$ cat src/rtl/interrupt_controller.sv
// IF/IE/IME interrupt controller feeding the ControlUnit: pending vector, delayed-EI sequencing, priority dispatch.
// Optional INTC_EDGE_DETECT_EN: requests are levels and IF sets only on a rising edge of each line.
module interrupt_controller #(
  parameter int         NUM_SRC     = 5,
  parameter logic [7:0] VECTOR_BASE = 8'h40
) (
  input  logic               i_Clk,
  input  logic               i_Rst,
  input  logic               i_Enable,
  input  logic [NUM_SRC-1:0] i_Request,
  input  logic [15:0]        i_Addr,
  input  logic [7:0]         i_Data,
  input  logic               i_Write,
  input  logic               i_Read,
  output logic [7:0]         o_Data,
  output logic               o_Data_Valid,
  input  logic               i_EI,
  input  logic               i_DI,
  input  logic               i_RETI,
  input  logic               i_Instr_End,
  input  logic               i_Ack,
  output logic [NUM_SRC-1:0] o_Pending,
  output logic               o_Irq,
  output logic [7:0]         o_Vector,
  output logic               o_IME
);
  localparam int IDX_W = (NUM_SRC > 1) ? $clog2(NUM_SRC) : 1;

  typedef enum logic [1:0] {EI_IDLE, EI_ARMED, EI_WAIT} ei_state_e;

  logic [NUM_SRC-1:0] if_q, if_d;
  logic [7:0]         ie_q, ie_d;
  logic [7:0]         vec_q, vec_d;
  logic               ime_q, ime_d;
  ei_state_e          ei_q, ei_d;
  logic [NUM_SRC-1:0] pend, set_mask;
  logic [IDX_W-1:0]   win;
  logic               win_vld;
  logic               sel_if, sel_ie;
  logic [7:0]         if_rd;

  function automatic logic [7:0] src_vector(input logic [IDX_W-1:0] n);
    return VECTOR_BASE + (8'(n) << 3);
  endfunction

`ifdef INTC_EDGE_DETECT_EN
  logic [NUM_SRC-1:0] req_prev_q;

  always_ff @(posedge i_Clk) begin
    if (i_Rst)         req_prev_q <= '0;
    else if (i_Enable) req_prev_q <= i_Request;
  end

  assign set_mask = i_Request & ~req_prev_q;
`else
  assign set_mask = i_Request;
`endif

  assign pend   = if_q & ie_q[NUM_SRC-1:0];
  assign sel_if = (i_Addr == 16'hFF0F);
  assign sel_ie = (i_Addr == 16'hFFFF);

  // Lowest set pending bit wins; scan downward so the last hit is the lowest index.
  always_comb begin
    win     = '0;
    win_vld = 1'b0;
    for (int i = NUM_SRC - 1; i >= 0; i--) begin
      if (pend[i]) begin
        win     = IDX_W'(i);
        win_vld = 1'b1;
      end
    end
  end

  always_comb begin
    if_rd                = '1;
    if_rd[NUM_SRC-1:0]   = if_q;
    o_Data               = 8'h00;
    if (i_Read && sel_if)      o_Data = if_rd;
    else if (i_Read && sel_ie) o_Data = ie_q;
  end

  assign o_Data_Valid = i_Read & (sel_if | sel_ie);

  // Write, then ack clear, then request set: a new request always survives.
  always_comb begin
    if_d  = if_q;
    ie_d  = ie_q;
    vec_d = vec_q;
    if (i_Write && sel_if) if_d = i_Data[NUM_SRC-1:0];
    if (i_Write && sel_ie) ie_d = i_Data;
    if (i_Ack) begin
      vec_d = win_vld ? src_vector(win) : 8'h00;
      if (win_vld) if_d[win] = 1'b0;
    end
    if_d = if_d | set_mask;
  end

  always_comb begin
    ime_d = ime_q;
    ei_d  = ei_q;
    if (i_DI || i_Ack) begin
      ime_d = 1'b0;
      ei_d  = EI_IDLE;
    end else if (i_RETI) begin
      ime_d = 1'b1;
      ei_d  = EI_IDLE;
    end else if (i_EI) begin
      ei_d = EI_ARMED;
    end else if (i_Instr_End) begin
      case (ei_q)
        EI_ARMED: ei_d = EI_WAIT;
        EI_WAIT: begin
          ei_d  = EI_IDLE;
          ime_d = 1'b1;
        end
        default: ei_d = EI_IDLE;
      endcase
    end
  end

  always_ff @(posedge i_Clk) begin
    if (i_Rst) begin
      if_q  <= '0;
      ie_q  <= 8'h00;
      vec_q <= 8'h00;
      ime_q <= 1'b0;
      ei_q  <= EI_IDLE;
    end else if (i_Enable) begin
      if_q  <= if_d;
      ie_q  <= ie_d;
      vec_q <= vec_d;
      ime_q <= ime_d;
      ei_q  <= ei_d;
    end
  end

  assign o_Pending = pend;
  assign o_Irq     = ime_q & (|pend);
  assign o_Vector  = vec_q;
  assign o_IME     = ime_q;
endmodule

$ cat config.mk
export PLATFORM = sky130hd
export DESIGN_NAME = interrupt_controller
export DESIGN_NICKNAME = d
export VERILOG_FILES = /design/src/rtl/interrupt_controller.sv
export SDC_FILE = /design/constraint.sdc
export NUM_CORES = 1
export LEC_CHECK = 0
export CAP_MARGIN = 10
export CORE_ASPECT_RATIO = 1.2
export CORE_MARGIN = 3
export CORE_UTILIZATION = 40
export DETAILED_ROUTE_END_ITERATION = 8
export PLACE_DENSITY_LB_ADDON = 0.12
export SLEW_MARGIN = 10
export SYNTH_ARGS = -nofsm -noshare
export SYNTH_HDL_FRONTEND = slang
export SYNTH_SLANG_ARGS = --single-unit
export TNS_END_PERCENT = 50
$ cat constraint.sdc
create_clock -name i_Clk -period 1.6 [get_ports i_Clk]
set_input_delay 0.32 -clock i_Clk [delete_from_list [all_inputs] [get_ports i_Clk]]
set_output_delay 0.32 -clock i_Clk [all_outputs]
set_load 0.01 [all_outputs]
; ---- Word-level counts from Yosys, hierarchy flattened
; Index checks and enable logic that the tools add are counted.
[totals]
ff_bits = 24
output_inout_bits = 24
elab_cells = 62
[classes]
n_addsub = 1
magnitude_cmp = 2
eq_ne = 5
n_mux = 28
bitwise_logic = 7
reduce_logical = 14
[ops]
columns = cell, count
row1 = $eq 16x16->1 const B, 2
row2 = $mux 8, 3
row3 = $mux 3, 5
row4 = $mux 5, 3
row5 = $mux 1, 11
row6 = $and 5x5->5, 2
row7 = $mux 2, 5
row8 = $add 7x6->8 const A, 1
row9 = $reduce_and 2->1, 3
row10 = $reduce_bool 3->1, 2
row11 = $logic_and 1x1->1, 5
row12 = $not 5->5, 1
row13 = $or 5x5->5, 1
row14 = $reduce_or 5->1, 1
row15 = $lt 3x4->1 const B, 1
row16 = $reduce_and 4->1, 1
row17 = $reduce_bool 4->1, 1
row18 = $demux 1 s3, 1
row19 = $ge 3x1->1 const B, 1
row20 = $ne 3x1->1 const B, 1
row21 = $and 1x1->1, 2
row22 = $eq 2x1->1 const B, 1
row23 = $eq 2x2->1 const B, 1
row24 = $logic_or 1x1->1, 1
row25 = $or 1x1->1, 1

; ---- Depth between registers and ports, before layout
[logic_depth]
word_depth = 15
depth_mapped = 5
mapped_depth_nobuf = 4

; ---- Worst setup path before layout
; OpenSTA, ideal clock, no wires.
[synth_path]
path_type = input to output
start = input port i_Addr[4]
end = output port o_Data[3]
t_arrival_ns = 1.175
slack_ns = 0.105
path_stages = 4
path_buffers = 1
path_cell_list = nor4_2 > buf_2 > a22oi_1 > nor2_1
[synth_between]
elab_chain_len = 4
[synth_rtl]
columns = item, line_no
row1 = start: declaration, 11  ; input logic [15:0] i_Addr,
row2 = $eq 16x16->1, 61  ; assign sel_ie = (i_Addr == 16'hFFFF);
row3 = $logic_and 1x1->1, 80  ; else if (i_Read && sel_ie) o_Data = ie_q;
row4 = $mux 8, 80
row5 = $mux 8 *, 79  ; if (i_Read && sel_if) o_Data = if_rd;
row6 = end: declaration, 15  ; output logic [7:0] o_Data,
; Every way passes the cells marked *; elsewhere a longest branch is shown, timed or not.

; ---- Worst setup path in the final report
[layout_path]
start = register if_q[2]
end = register if_q[3]
[layout_between]
elab_chain_len = 13
[layout_rtl]
columns = item, line_no
row1 = start: declaration, 31  ; logic [NUM_SRC-1:0] if_q, if_d;
row2 = start signal: assignment, 130  ; if_q <= if_d;
row3 = $and 5x5->5 *, 59  ; assign pend = if_q & ie_q[NUM_SRC-1:0];
row4 = $mux 3 (3 in series), 68  ; if (pend[i]) begin
row5 = $lt 3x4->1 (not written as such) or $ge 3x1->1 (tied branches), 94  ; if (win_vld) if_d[win] = 1'b0;
row6 = $logic_and 1x1->1 (not written as such), 94
row7 = $mux 1 (not written as such), 94
row8 = $demux 1 s3, 94
row9 = $not 5->5 (no source line), n/a
row10 = $and 5x5->5 (no source line), n/a
row11 = $mux 5 *, 94
row12 = $mux 5 *, 92  ; if (i_Ack) begin
row13 = $or 5x5->5 *, 96  ; if_d = if_d | set_mask;
; Marks and branches as above.
; A chain may end at the register's enable or synchronous reset.

==> qor.yml <==
outcome: "finished, violations left"
violations: "setup timing"
starting_density_pct: 43.9
comb_power_share_pct: 24.1
final_min_period_over_clock_period_pct: 104
first_global_vias: 1912
tritoncts_num_sinks: 20
die_height_microns: 68.3
antenna_violations_before_repair: 0
clock-skew-final_ns: 0.0194
number_of_top_level_design_ports: 63
crit_slowest_cell: "sky130_fd_sc_hd__a311o_1"
worst_ir_drop_vdd_v: 0.000441
chipWidth_microns: 57.9
regToRegSetupSlack_ns: -0.06
powerDensity_nw_per_um2: 519
final-seq-area_sq_um: 414
avgSynthCellArea_sq_um: 7.56
detail_route.vias_per_cell: 6.37
internal-power_uw: 937
tritoncts.num_buffers: 3
route.detailed.wl_per_inst_microns: 19.2
layout_cell_share_with_drive_strength_beyond_1_pct: 47.0
power.total_uw: 1270
synth_seq_cells: 20
grt_setup_unrepaired: "true"
grt_pass1_wl_microns: 8700
post_layout_nonfiller_instances: 319
final_cell_mix: "sky130_fd_sc_hd__buf_4, sky130_fd_sc_hd__clkdlybuf4s50_1, sky130_fd_sc_hd__a21oi_1, sky130_fd_sc_hd__clkbuf_2, sky130_fd_sc_hd__o21ai_0"
critPathMaxFanout: 4
core_sq_um: 2940
maximum_clock_path_buffer_count: 2
yosysUniqueCellTypes: 43
antenna_violating_nets_post_route: 0
grt.total_usage_pct: 28.4
timing.hold.worst_endpoint: "if_q[4]"
power_switching_share_pct: 26.4
die_area_sq_um: 3950
drc: 0
cells_along_the_critical_path: "buf_4 -> and2_1 -> buf_4 -> nor3_1 -> a311o_1 -> a211oi_1"
worst-r2r-cell-count: 6
dp_hpwl_microns: 3780
dominantRegCellSynth: "sky130_fd_sc_hd__dfxtp_1"
grt_start_max_net_pins: 13
critPathRequiredTime_ns: 1.82
yosysWarnings: 0
timing.setup.critical_path_class: "flop to flop"
placement_rows: 21
synthDominantAreaCellType: "sky130_fd_sc_hd__dfxtp_1"
path_buf_inv: 2
max_clock_freq_mhz: 601
n_fill_cell: 172
synth_top_cells_by_area: "sky130_fd_sc_hd__dfxtp_1, sky130_fd_sc_hd__a21oi_1, sky130_fd_sc_hd__nor2_1, sky130_fd_sc_hd__o21ai_0, sky130_fd_sc_hd__nand3_1"
dp_worst_setup_slack_ns: -0.806
timing_hold_violations_final: 0
totalNegativeSetupSlack_ns: -0.196
cts-root-buf: "sky130_fd_sc_hd__clkbuf_4"
worstReg2RegStart: "if_q[2]"
mostFrequentLayoutCell: "sky130_fd_sc_hd__buf_4"
leakagePower_uw: 0.00102
p_clk_share_pct: 34.6
postSynth.asyncResetShare_pct: 0
worst_path_most_repeated_cell: "sky130_fd_sc_hd__buf_4"
multiInputGateArea_sq_um: 946
cp.arrival_ns: 1.88
routed_wirelength_microns: 6110
setup_violations: 8
syn-instance-count: 171
drv.max_cap_violation_count: 0
cts-htree-levels: 1
drtPass1Iterations: 5
yosysSeqAreaShare_pct: 31.0
synthToLayoutAreaGrowth_pct: 89.9
synth.cell_area_sq_um: 1290
r2r-end: "if_q[3]"
seqPwrFrac_pct: 41.3
initialDrtViolationCount: 176
clk_latency_ns: 0.33
worst_path_dominant_cell_family: "compound AO/OA/AOI/OAI gates"
finalMaxSlewViolations: 0
clk_pin_slew_ns: 0.14
antenna-diode-count: 0
synth_edf_count: 0
p_switching_uw: 336
dr_total_vias: 2031
cts_tree: "built"
placedCellCount: 302
gp_routability_congestion: 0.917
post-route-min-period_ns: 1.66
worst_hold_path_type: "input pin to flop"
whs_path_depth: 4
yosys.area.top_type_share_pct: 31.0
worst_path_largest_cell_delay_ns: 0.38
timing.final.ws_setup_ns: -0.0640
worst_setup_path_end_kind: "flop"
io_buffers: 58
grt_overflow_total: 0
final_net_count: 325
timing.critical_path.from_type: "flop"
timing.hold.worst.start: "i_Addr[7]"
state kept, by name, summed over array words and instances (netlist names):
name / cells
ei_q: 2
ie_q: 8
o_Vector: 4
o_IME: 1
if_q: 5
worst max path at each step:
stage                     startpoint         to  slack (ns)  cells past startpoint
after floorplan            i_Addr[4]  o_Data[3]        0.11                      4
after global placement     i_Addr[4]  o_Data[4]       -0.73                      6
after detailed placement   i_Addr[4]  o_Data[4]       -0.81                      6
after CTS                    ie_q[3]      o_Irq       -0.15                      5
after global routing         if_q[0]      o_Irq       -0.09                      5
final                        if_q[2]    if_q[3]       -0.06                      6
layer usage:
| layer | GRT usage [%] | vias up | wire [microns] |
|---|---|---|---|
| met4 | 19.7 | 0 | 514 |
| met3 | 4.34 | 66 | 549 |
| met5 | 0 | - | 0 |
| met1 | 29.1 | 923 | 2000 |
| met2 | 52.4 | 173 | 3050 |
| li1 | - | 869 | - |
what timing repair did:
action,CTS,global route
gates cloned,1,0
hold buffers,0,0
endpoints found under the setup margin,15,16
endpoints found under the hold margin,0,0
buffers inserted,9,3
pin swaps,17,17
gates resized for setup,109,57
synthesized netlist by cell type (3+ instances only):
library cell               count
sky130_fd_sc_hd__and4_1        4
sky130_fd_sc_hd__nand2b_1      3
sky130_fd_sc_hd__nor3_1        5
sky130_fd_sc_hd__nand3_1      11
sky130_fd_sc_hd__a22oi_1       6
sky130_fd_sc_hd__o21ai_0      13
sky130_fd_sc_hd__nor4_1        3
sky130_fd_sc_hd__nand4_1       5
sky130_fd_sc_hd__or3_1         3
sky130_fd_sc_hd__a21oi_1      17
sky130_fd_sc_hd__inv_1         3
sky130_fd_sc_hd__nand2_1      14
sky130_fd_sc_hd__nor2b_1       3
sky130_fd_sc_hd__dfxtp_1      20
sky130_fd_sc_hd__buf_4         4
sky130_fd_sc_hd__a311o_1       3
sky130_fd_sc_hd__nor2_1       18
sky130_fd_sc_hd__buf_2         5
power groups by stage:
stage	sequential [uW]	clock, uW	combinational (uW)
finish	525	441	307
global route	527	471	326
CTS	524	429	286
detailed placement	533	0	279
global placement	533	0	269
floorplan	536	0	88.2
kinds of logic after synthesis:
group           share of synthesized area, %
simple gates                            36.3
compound gates                          25.1
flops                                   31.0
buf+inv                                 6.58
mux                                    0.774
other cells                            0.290
metrics by stage:
step           area (sq um)  hold WS (ns)  util, %
4_1_cts                2370         0.414     80.6
3_3_place_gp           2220         0.440     75.5
6_report               2450         0.422     83.4
3_5_place_dp           2220         0.451     75.5
5_1_grt                2450         0.427     83.4
2_1_floorplan          1300         0.445        -
layout make-up:
class,instances,area share (%)
Timing Repair Buffer,119,40.0
Multi-Input combinational cell,137,38.5
Sequential cell,20,16.9
Clock inverter,1,1.22
Tap cell,34,1.73
Inverter,5,0.765
Clock buffer,3,0.917
worst min-delay path: stages:
cell	delay [ns]
sky130_fd_sc_hd__buf_8	0.08
sky130_fd_sc_hd__or4_4	0.15
sky130_fd_sc_hd__o21ai_0	0.09
sky130_fd_sc_hd__o221ai_1	0.06
No activity file was read; power rests on OpenSTA's default activity.
==> patch: new RTL, same settings <==
Add a define of `INTC_EDGE_DETECT_EN`.
--- a/src/rtl/interrupt_controller.sv
+++ b/src/rtl/interrupt_controller.sv
@@ -2,2 +2,4 @@
 // Optional INTC_EDGE_DETECT_EN: requests are levels and IF sets only on a rising edge of each line.
+`define INTC_EDGE_DETECT_EN
+
 module interrupt_controller #(
Formal check against the unedited RTL: not equivalent (a bounded check fails within 4 cycles, from zero or initial values and one cycle with i_Rst high).
==> patch against the unedited design <==
Clock skew shrank 0.0048 ns. Area after synthesis grew 7.2%. Sequential cell count grew 5. Worst setup slack gained 0.092 ns. Critical path depth shrank 2. Final area shrank 5.9%. Wire length shrank 22%. Clock power shrank 32%. Power shrank 5.5%. Critical path type is now input pin to output pin. Critical endpoint is now o_Data_Valid.
==> patch: results (changes against the unedited design) <==
[run_status]
status = completed  ; was complete, but fails checks

[worst_hold_path]
worst_hold_path_type = register to register  ; was input pin to register
hold_start = o_Vector[3]  ; was i_Addr[7]
holdPathEnd = o_Vector[3]  ; was if_q[4]
worstHoldPathCells = 2  ; was 4

[routing]
wirelength_microns = 4800  ; was 6110 microns
vias_per_cell = 5.62  ; was 6.37
first_pass_iters = 4  ; was 5
dr_wl_met2_microns = 2640  ; was 3050 microns
top_layer = met4  ; unchanged
drt_iter0_drc = 57  ; was 176
met1_length_microns = 1860  ; was 2000 microns
wl_met3_microns = 209  ; was 549 microns

[setup_path]
crit_fanout = 4  ; unchanged
r2r_cells = 5  ; was 6
r2r-start = ie_q[2]  ; was if_q[2]
rr_endpoint = if_q[4]  ; was if_q[3]
r2r_slack_ns = 0.33  ; was -0.06 ns
crit_start = i_Addr[7]  ; was if_q[2]
crit_arrival_ns = 1.25  ; was 1.88 ns

[placement]
dp_cells = 291  ; was 302
gp_congestion = 0.838  ; was 0.917
port_buffers = 58  ; unchanged
hpwl_microns = 3620  ; was 3780 microns

[timing]
whs_ns = 0.477  ; was 0.422 ns
fin_skew_ns = 0.0146  ; was 0.0194 ns

[synthesis]
seq_area_frac_synth_pct = 36.1  ; was 31.0%
postSynthAreaPerCell_sq_um = 7.91  ; was 7.56 sq um
synth_cell_type_count = 38  ; was 43
synth_mux_area_share_pct = 3.61  ; was 0.774%
synth_flop_cell = dfxtp_1  ; unchanged
ys_top_cells_by_count = dfxtp_1, a21oi_1, nor2_1  ; was dfxtp_1, nor2_1, a21oi_1
synthXorXnorAreaFrac_pct = 0  ; unchanged
synth_compound_area_share_pct = 23.8  ; was 25.1%
yosys-top-cells-area = dfxtp_1, a21oi_1, nor2_1  ; unchanged
synth_warnings = 0  ; unchanged

[cts]
worstSkewPairLatency_ns = 0.33  ; about the same
cts_made_buffers = 3  ; unchanged
cts-root-buf = clkbuf_4  ; unchanged

[global_route]
grt_max_degree = 16  ; was 13
grt_pass1_vias = 1787  ; was 1,912
grt_pass1_wl_microns = 7800  ; was 8700 microns
grtUsageTotal_pct = 23.2  ; was 28.4%

[finish]
finalNonFillerCells = 300  ; was 319
antennaDiodeCount = 0  ; unchanged
top_regs = ie_q x8, if_q x5, req_prev_q x5
drive_gt1_share_pct = 37.5  ; was 47.0%
nFillCells = 277  ; was 172

[pwr]
p_leak_nw = 0.966  ; was 1.02 nW
vdd_ir_drop_max_uv = 441  ; about the same

[patch: changes by cell type in the layout (fill, tap and decap cells not counted), moves of 4 or more]
| cell | before | now |
|---|---|---|
| buf_2 | 4 | 8 |
| buf_4 | 57 | 32 |
| dfxtp_1 | 11 | 16 |
| mux2i_1 | 1 | 5 |
| nand3b_1 | 0 | 4 |
| nor3_1 | 5 | 1 |
| o211ai_1 | 0 | 4 |
| o21ai_0 | 13 | 9 |
[patch: kinds of logic after synthesis]
family          Yosys count
compound gates           52
buf+inv                  17
flops                    25
mux                       5
other cells               1
simple gates             75
[patch: metal layers]
| metal | up-vias | global-route usage, % |
|---|---|---|
| met5 | - | 0 |
| met4 | 0 | 6.40 |
| met3 | 9 | 2.22 |
| met2 | 53 | 43.5 |
| met1 | 799 | 26.3 |
| li1 | 825 | - |
[patch: worst max path at each step]
stage / end / slack [ns] / depth (start not counted)
floorplan: o_Data[0] / 0.02 / 5
global placement: o_Data_Valid / -0.71 / 4
detailed placement: o_Data[0] / -0.77 / 6
CTS: o_Data[0] / -0.009 / 5
global route: if_q[2] / -0.04 / 6
finish: o_Data_Valid / 0.03 / 4
[patch: power breakdown]
group / switching [mW] / total [mW] / internal, mW
logic: 0.111 / 0.249 / 0.138
clock network: 0.202 / 0.298 / 0.0958
registers: 0.0131 / 0.656 / 0.643
total: 0.326 / 1.20 / 0.877
[patch: cell type report]
cell class	count	share of cell area, %
clock inverter	1	0.325
sequential	25	22.2
tap	36	1.95
inverter	5	0.813
timing repair buffer	94	33.7
multi-input combinational	136	40.0
clock buffer	3	0.975
[patch: through the flow]
| step | area [sq um] | utilization (%) | TNS (ns) | setup slack (ns) |
|---|---|---|---|---|
| finish | 2310 | 72.3 | 0 | 0.0284 |
| global route | 2310 | 72.3 | -0.232 | -0.0421 |
| CTS | 2240 | 70.0 | -0.0107 | -0.00871 |
| detailed placement | 2190 | 68.7 | -14.25 | -0.770 |
| global placement | 2190 | 68.7 | -12.79 | -0.714 |
| floorplan | 1400 | - | 0 | 0.0245 |
[patch: critical path, stage by stage]
cell and delay (ns):
buf_2 0.13, or4_4 0.55, a21oi_2 0.12, buf_2 0.13
[patch: timing repair]
| item | in CTS | in global routing |
|---|---|---|
| hold buffers | 0 | 0 |
| endpoints found under the setup margin | 28 | 22 |
| gates resized for setup | 92 | 56 |
| setup buffers | 3 | 0 |
| pin swaps | 8 | 12 |
| cloned | 2 | 0 |
